<file path="src/rtl/hazard_unit_mc.sv">
// rtl/hazard_unit_mc.sv - hazard/forwarding controller with multi-cycle execute stall FSM
//
// Purpose: drives stall/flush enables of the F/D, D/E and E/M pipeline registers
//          and operand forwarding selects for the 5-stage RV32 pipeline.
// Ports:
//   clk, rst_n                    clock, asynchronous active-low reset
//   Rs1D, Rs2D, Rs1E, Rs2E        source register addresses in D and E
//   RdE, RdM, RdW                 destination register addresses in E/M/W
//   PCSrcE                        taken branch/jump resolved in E
//   ResultSrcE0                   instruction in E is a load
//   ResultSrcM                    result select of the instruction in M
//   RegWriteE/M/W                 register write enables per stage
//   MultiCycE                     instruction in E is a multi-cycle op
//   StallF, StallD, StallE        hold PC / F-D register / D-E register
//   FlushD, FlushE, FlushM        clear F-D / D-E / E-M register
//   ForwardAE, ForwardBE          00 none, 01 ResultW, 10 ALUResultM, 11 ImmExtM
//   mc_busy                       multi-cycle FSM is in BUSY
//   stall_cycles                  saturating count of cycles with StallF=1
module hazard_unit_mc #(
    parameter int         REG_AW     = 5,
    parameter int         MC_LAT     = 4,
    parameter logic [1:0] RESULT_IMM = 2'b11,
    parameter int         PERF_W     = 16
) (
    input  logic              clk,
    input  logic              rst_n,
    input  logic [REG_AW-1:0] Rs1D,
    input  logic [REG_AW-1:0] Rs2D,
    input  logic [REG_AW-1:0] Rs1E,
    input  logic [REG_AW-1:0] Rs2E,
    input  logic [REG_AW-1:0] RdE,
    input  logic [REG_AW-1:0] RdM,
    input  logic [REG_AW-1:0] RdW,
    input  logic              PCSrcE,
    input  logic              ResultSrcE0,
    input  logic [1:0]        ResultSrcM,
    input  logic              RegWriteE,
    input  logic              RegWriteM,
    input  logic              RegWriteW,
    input  logic              MultiCycE,
    output logic              StallF,
    output logic              StallD,
    output logic              StallE,
    output logic              FlushD,
    output logic              FlushE,
    output logic              FlushM,
    output logic [1:0]        ForwardAE,
    output logic [1:0]        ForwardBE,
    output logic              mc_busy,
    output logic [PERF_W-1:0] stall_cycles
);

    localparam int CNT_W = (MC_LAT > 2) ? $clog2(MC_LAT) : 1;
    localparam logic [CNT_W-1:0]  CNT_LOAD = CNT_W'(MC_LAT - 2);
    localparam logic [PERF_W-1:0] PERF_MAX = '1;

    typedef enum logic {IDLE = 1'b0, BUSY = 1'b1} state_t;

    state_t           state, state_nx;
    logic [CNT_W-1:0] cnt, cnt_nx;
    logic             lw_stall, mc_stall;

    function automatic logic [1:0] fwd_sel(
        input logic [REG_AW-1:0] src,
        input logic [REG_AW-1:0] rd_m,
        input logic              we_m,
        input logic [1:0]        res_m,
        input logic [REG_AW-1:0] rd_w,
        input logic              we_w
    );
        logic [1:0] sel;
        sel = 2'b00;
        // M has priority: it holds the younger result for the same register.
        if (src != '0 && src == rd_m && we_m)
            sel = (res_m == RESULT_IMM) ? 2'b11 : 2'b10;
        else if (src != '0 && src == rd_w && we_w)
            sel = 2'b01;
        return sel;
    endfunction

    // State register
    always_ff @(posedge clk or negedge rst_n) begin
        if (!rst_n) begin
            state <= IDLE;
            cnt   <= '0;
        end else begin
            state <= state_nx;
            cnt   <= cnt_nx;
        end
    end

    // Next-state logic: the entry cycle already stalls, so BUSY counts the
    // remaining MC_LAT-2 stall cycles and releases the op on cnt==0.
    always_comb begin
        state_nx = state;
        cnt_nx   = cnt;
        case (state)
            IDLE: begin
                if (MultiCycE) begin
                    state_nx = BUSY;
                    cnt_nx   = CNT_LOAD;
                end
            end
            BUSY: begin
                if (cnt != '0) cnt_nx   = cnt - CNT_W'(1);
                else           state_nx = IDLE;
            end
            default: begin
                state_nx = IDLE;
                cnt_nx   = '0;
            end
        endcase
    end

    // Output logic; everything is forced quiet while reset is held.
    always_comb begin
        lw_stall = ResultSrcE0 && RegWriteE && (RdE != '0) &&
                   ((Rs1D == RdE) || (Rs2D == RdE));
        mc_stall = ((state == IDLE) && MultiCycE) ||
                   ((state == BUSY) && (cnt != '0));

        StallF    = 1'b0;
        StallD    = 1'b0;
        StallE    = 1'b0;
        FlushD    = 1'b0;
        FlushE    = 1'b0;
        FlushM    = 1'b0;
        ForwardAE = 2'b00;
        ForwardBE = 2'b00;
        mc_busy   = 1'b0;

        if (rst_n) begin
            StallF    = lw_stall | mc_stall;
            StallD    = lw_stall | mc_stall;
            StallE    = mc_stall;
            FlushD    = PCSrcE;
            // E is held while the multi-cycle op occupies it, so a load-use
            // bubble must not overwrite it.
            FlushE    = PCSrcE | (lw_stall & ~mc_stall);
            FlushM    = mc_stall;
            ForwardAE = fwd_sel(Rs1E, RdM, RegWriteM, ResultSrcM, RdW, RegWriteW);
            ForwardBE = fwd_sel(Rs2E, RdM, RegWriteM, ResultSrcM, RdW, RegWriteW);
            mc_busy   = (state == BUSY);
        end
    end

    // Saturating stall-cycle counter
    always_ff @(posedge clk or negedge rst_n) begin
        if (!rst_n)
            stall_cycles <= '0;
        else if (StallF && stall_cycles != PERF_MAX)
            stall_cycles <= stall_cycles + PERF_W'(1);
    end

endmodule

</file>
<file path="config.mk">
export PLATFORM = sky130hd
export DESIGN_NAME = hazard_unit_mc
export DESIGN_NICKNAME = d
export VERILOG_FILES = /design/src/rtl/hazard_unit_mc.sv
export SDC_FILE = /design/constraint.sdc
export NUM_CORES = 1
export LEC_CHECK = 0
export ABC_CLOCK_PERIOD_IN_PS = 2000
export CORE_ASPECT_RATIO = 0.7
export CORE_MARGIN = 3
export CORE_UTILIZATION = 25
export CTS_CLUSTER_SIZE = 30
export DETAILED_ROUTE_END_ITERATION = 7
export PLACE_DENSITY = 0.6
export SLEW_MARGIN = 20
export SYNTH_ARGS = -nofsm -noshare
export SYNTH_HDL_FRONTEND = slang
export SYNTH_SLANG_ARGS = --single-unit
</file>
<file path="constraint.sdc">
create_clock -name clk -period 2 [get_ports clk]
set_clock_uncertainty 0.2 [all_clocks]
set_input_delay 0.5 -clock clk [delete_from_list [all_inputs] [get_ports clk]]
set_output_delay 0.5 -clock clk [all_outputs]
set_load 0.02 [all_outputs]
</file>
# ---- Yosys cells after proc, flatten, opt, wreduce, memory -nomap -nowiden
# Index checks and enable logic that the tools add are counted.
dict set report word_totals {
  ff_bits 19
  latch_bits 0
  ramBits 0
  romBits 0
  in_bits 45
  out_inout_bits 27
  n_memories 0
}
dict set report op_classes {
  add_sub_neg 2
  multipliers 0
  div 0
  order_cmp 0
  n_eq_ne 10
  n_shift 0
  muxes 18
  n_bitwise 5
  reduce_logical 21
}
# operator count
set op_table {}
lappend op_table {{5-bit == test} 6}
lappend op_table {{16-bit by 1-bit adder with 16-bit output (second input constant)} 1}
lappend op_table {{16-bit != test (second input constant)} 1}
lappend op_table {{5-bit nonzero test} 3}
lappend op_table {{1-bit logical AND} 14}
lappend op_table {{2-bit 2-to-1 mux} 6}
lappend op_table {{1-bit 2-to-1 mux} 10}
lappend op_table {{2-bit case mux with 2 select lines} 1}
lappend op_table {{2-bit == test (second input constant)} 1}
lappend op_table {{1-bit logical OR} 2}
lappend op_table {{2-bit by 1-bit != test with 1-bit output (second input constant)} 1}
lappend op_table {{2-bit != test (second input constant)} 1}
lappend op_table {{1-bit inverter} 2}
lappend op_table {{1-bit bitwise OR} 2}
lappend op_table {{1-bit case mux with 2 select lines} 1}
lappend op_table {{2-bit AND reduction} 1}
lappend op_table {{2-bit nonzero test} 1}
lappend op_table {{2-bit by 1-bit subtractor with 2-bit output (second input constant)} 1}
lappend op_table {{1-bit AND} 1}

# ---- Longest topological paths before layout
# Gate-level depths: netlist (run 1).
dict set report depth {
  ltp_word 7
  ltp_mapped 8
  mapped_depth_nobuf 7
}

# ---- Worst setup path after synthesis (run 1)
# No wires, ideal clock.
dict set report synth_timing {
  kind {register to output}
  startpoint {register cnt[0]}
  endpoint {output port StallF}
  arrival_ns 1.582
  required_ns 1.300
  setup_slack_ns -0.282
  path_stages_with_launch 9
  path_buffers 2
  cell_sequence {dfrtp_1 -> inv_1 -> ha_1 -> mux2i_1 -> and2_4 -> a21oi_2 -> buf_6 -> inv_1 -> buf_4}
}
dict set report synth_via {
  elab_chain_len 5
}
# item line
set synth_rtl {}
lappend synth_rtl {{start, declared} 60} ;# logic [CNT_W-1:0] cnt, cnt_nx;
lappend synth_rtl {{start signal, assigned} 88} ;# cnt <= cnt_nx;
lappend synth_rtl {{2-bit nonzero test} 120} ;# ((state == BUSY) && (cnt != '0));
lappend synth_rtl {{1-bit logical AND} 120}
lappend synth_rtl {{1-bit logical OR} 119} ;# mc_stall = ((state == IDLE) && MultiCycE) ||
lappend synth_rtl {{1-bit bitwise OR} -}
lappend synth_rtl {{1-bit 2-to-1 mux} -}
lappend synth_rtl {{end, declared} 41} ;# output logic StallF,
# No other way between the ends.

# ---- Final worst setup path (run 1)
dict set report layout_timing {
  startpoint {input port Rs1E[1]}
  endpoint {output port ForwardAE[0]}
}
dict set report layout_via {
  elab_chain_len 6
  elab_cells_between_ends 10
  cone_classes {eq/ne (2); mux (3); reduce/logical (5)}
}
# item line
set layout_rtl {}
lappend layout_rtl {{start, declared} 29} ;# input logic [REG_AW-1:0] Rs1E,
lappend layout_rtl {{5-bit == test / 5-bit nonzero test (equally long branches)} {76, 74}}
lappend layout_rtl {{1-bit logical AND (2 in a row)} 76} ;# else if (src != '0 && src == rd_w && we_w)
lappend layout_rtl {{1-bit 2-to-1 mux} 76}
lappend layout_rtl {{2-bit 2-to-1 mux *} 74} ;# if (src != '0 && src == rd_m && we_m)
lappend layout_rtl {{2-bit 2-to-1 mux *} 132} ;# if (rst_n) begin
lappend layout_rtl {{end, declared} 47} ;# output logic [1:0] ForwardAE,
# Mark *: on every way between the ends. The rest lies on a longest branch, timed or not.

==> results.md, run 1 <==
| Quantity | Reported | Unit |
| --- | --- | --- |
| Worst path arrival time | 1.80 | ns |
| Hold-fix buffer count after cts | 0 | - |
| Simple-Gate Fraction of Synth Area | 26.03 | % |
| Critical Path Sink Type | primary output | - |
| Number of I/O port buffers | 71 | - |
| Post-synthesis xor/xnor area fraction | 23.97 | % |
| Area fraction in compound gates after synthesis | 8.219 | % |
| Type of the worst setup path | input port to primary output | - |
| Layout Utilization | 58.31 | % |
| Routed wire length | 5573 | µm |
| Outcome | finished with violations | - |
| Type of element launching the critical path | input port | - |
| Antenna diodes | 0 | - |
| Type of the worst min-delay path | input port to asynchronous set/reset pin | - |
| Peak Freq | 399.2 | MHz |
| Placeable Area | 0.005450 | mm² |
| Half-perimeter wire length of the detailed placement result | 3884 | µm |
| Dominant cell type by area after synthesis | sky130_fd_sc_hd__dfrtp_1 | - |
| Register clock-pin slew on the reported worst setup and hold paths | 0.08 | ns |
| TritonRoute pass-1 iters | 6 | - |
| Layout area overhead | 117.5 | % |
| Clock Tree Root | sky130_fd_sc_hd__clkbuf_8 | - |
| Placement Rows | 22 | - |
| Sequential fraction of the synthesis area | 32.53 | % |
| Leading cell types in the layout, fill and taps excluded | sky130_fd_sc_hd__buf_4 (55), sky130_fd_sc_hd__buf_6 (38), sky130_fd_sc_hd__dlygate4sd2_1 (19) | - |
| Vias after detailed routing | 1686 | - |
| Tcrit/Tclk final | 125.2 | % |
| Max-cap viol count | 0 | - |
| Initial antenna violation count | 0 | - |
| First-pass GRT wire length | 8404 | µm |
| Total number of nets in the final design | 341 | - |
| Clock tree from TritonCTS | done | - |
| Warnings, synthesis | 0 | - |
| Starting density of the core | 26.81 | % |
| Largest cells by area after synthesis | sky130_fd_sc_hd__dfrtp_1 (33%), sky130_fd_sc_hd__xnor2_1 (13%), sky130_fd_sc_hd__xor2_1 (11%), sky130_fd_sc_hd__nand2_1 (3.1%), sky130_fd_sc_hd__nand3_1 (2.4%) | - |
| Chip Width | 97.39 | µm |
| Leakage power of the design | 1.526 | nW |
| Placed cell count | 341 | - |
| Worst slew margin | 65.29 | % |
| H-tree levels | 1 | - |
| Proportion of layout cells with a drive suffix above 1 | 59.73 | % |
| Proportion of synthesized flip-flops having asynchronous set or reset | 100.0 | % |
| Violated checks | negative setup slack | - |
| Number of global-route vias before repair | 1685 | - |
| Slew at the pin closest to its max-slew limit | 0.5167 | ns |
| Top-area cell type share of the netlist area | 32.53 | % |
| Remaining number of nets flagged by the antenna check after routing | 0 | - |
| Post-synthesis mux area share | 3.853 | % |
| Leading cell type in the layout, fill and taps excluded | sky130_fd_sc_hd__buf_4 | - |
| CP Data Required Time | 1.30 | ns |
| Main combinational cell family by area after synthesis | simple AND/OR/NAND/NOR gates | - |
| Worst-Skew Late Latency | 0.26 | ns |
| Maximum number of pins on one net before global-route repair | 15 | - |
| Synthesized-area fraction occupied by adder cells | 1.712 | % |
| Number of enable-type register cells in the synthesized netlist | 0 | - |
| Netlist area before placement | 0.001461 | mm² |
| Finished Layout Cells | 365 | - |
| DRC violations left | 0 | - |
| Count of final setup violators | 11 | - |
| Clock sinks | 19 | - |
| GRT Overall Usage | 15.07 | % |
| Total die area | 0.006814 | mm² |
| Final Slew Violations | 0 | - |
| Synth Instances | 156 | - |
| Crit-path max FO | 2 | - |
| Iter 0 DRT Violations | 59 | - |
| Mapped Avg Cell Area | 9.368 | µm² |
| Final worst setup slack | -0.5047 | ns |
| Routability congestion estimate | 0.8434 | - |
| Post-synthesis net count | 203 | - |
| Clock buffer count from CTS | 3 | - |
| Synth Register Bits | 19 | - |
| I/O pin cnt | 72 | - |
| Setup repair after global routing missed its margin | true | - |
| Most used DFF post-synth | sky130_fd_sc_hd__dfrtp_1 | - |
| Peak supply drop | 0.4973 | mV |
| Final period demand of the worst path | 2.505 | ns |
| Die height | 69.97 | µm |
| Via density per instance | 4.619 | - |
| Maximum clock path buffer count | 2 | - |
| Remaining global-route overflow | 0 | - |
| Number of distinct library cell variants in the gate-level netlist after synthesis | 43 | - |
| Hold Violations, Final | 0 | - |
| Routed wire per std cell | 15.27 | µm |
| Power density over the cells | 773.6 | mW/mm² |
[through the flow]
stage	setup WS (ns)	hold slack, ns	total power, mW	setup TNS [ns]	area [µm²]
CTS	-0.5028	0.09576	2.311	-2.658	2962
finish	-0.5047	0.1404	2.458	-2.678	3178
global route	-0.5312	0.1428	2.621	-3.391	3178
detailed placement	-1.276	0.2962	1.947	-22.48	2696
floorplan	-0.2065	0.004409	1.292	-1.109	1592
global placement	-1.271	0.3012	1.939	-22.58	2696
[registers in the layout, summed over array words and instances, names as in the netlist]
signal and cells:
stall_cycles 16, state 1, cnt 2
[critical path: stages]
cell	delay, ns
sky130_fd_sc_hd__buf_6	0.10
sky130_fd_sc_hd__or4_4	0.55
sky130_fd_sc_hd__nor2_4	0.13
sky130_fd_sc_hd__nor4_4	0.06
sky130_fd_sc_hd__buf_4	0.15
sky130_fd_sc_hd__mux2i_4	0.17
sky130_fd_sc_hd__buf_6	0.14
[layout make-up]
| class | count | area, µm² |
|---|---|---|
| fill | 482 | 2272 |
| sequential | 19 | 478.0 |
| multi-input combinational | 127 | 1336 |
| clock buffer | 4 | 45.04 |
| tap | 72 | 90.09 |
| timing repair buffer | 137 | 1202 |
| inverter | 6 | 26.28 |
[what timing repair did]
item / in CTS / in global routing
setup buffers: 11 / 10
endpoints found under the setup margin: 39 / 28
resized for setup: 271 / 41
pin swaps: 48 / 27
gates cloned: 1 / 0
[routing by layer]
layer	track usage (%)	part of all wire [%]	vias to the layer above
met5	0	0	-
met4	1.843	1.3	0
met3	2.794	2.6	6
met2	26.65	53	29
met1	19.71	43	824
li1	-	-	827
[power by group]
group / switching (mW) / internal [mW]
clock network: 0.130 / 0.142
registers: 0.0841 / 0.496
logic: 0.723 / 0.884
[worst paths after layout]
kind,startpoint,to,slack (ns),depth (start not counted)
worst max-delay path,Rs1E[1],ForwardAE[0],-0.50,7
worst min-delay path,rst_n,stall_cycles[5],0.14,4
worst max register to register,cnt[0],stall_cycles[12],-0.04,8
worst min register to register,stall_cycles[10],stall_cycles[10],0.30,1
max in group asynchronous,rst_n,stall_cycles[6],1.30,4
min in group clk,stall_cycles[10],stall_cycles[10],0.30,1
[Yosys cell counts, types with 2 or more instances]
cell and instances:
sky130_fd_sc_hd__a21oi_1 4, sky130_fd_sc_hd__and2_1 3, sky130_fd_sc_hd__buf_4 2, sky130_fd_sc_hd__dfrtp_1 19, sky130_fd_sc_hd__ha_1 2, sky130_fd_sc_hd__inv_1 6, sky130_fd_sc_hd__mux2i_1 3, sky130_fd_sc_hd__nand2_1 12
sky130_fd_sc_hd__nand3_1 7, sky130_fd_sc_hd__nand4_1 5, sky130_fd_sc_hd__nor2_1 6, sky130_fd_sc_hd__nor3_1 7, sky130_fd_sc_hd__nor4_1 5, sky130_fd_sc_hd__nor4b_1 4, sky130_fd_sc_hd__o22a_1 2, sky130_fd_sc_hd__or2_1 2
sky130_fd_sc_hd__or4_1 3, sky130_fd_sc_hd__xnor2_1 22, sky130_fd_sc_hd__xor2_1 18
[cell families after synthesis]
family,count (synthesis)
muxes,5
DFF,19
xor gates and xnor gates,40
adders and majority gates,2
AOI/OAI and AO/OA,16
and+or+nand+nor,64
buffers and inverters,10
(Power assumes the default switching activity.)
==> inputs of run 2 (changes only) <==
- CAP_MARGIN: unset -> 20
==> results of run 2 <==
The final DEF is identical to that of run 1; final timing and power are the same.
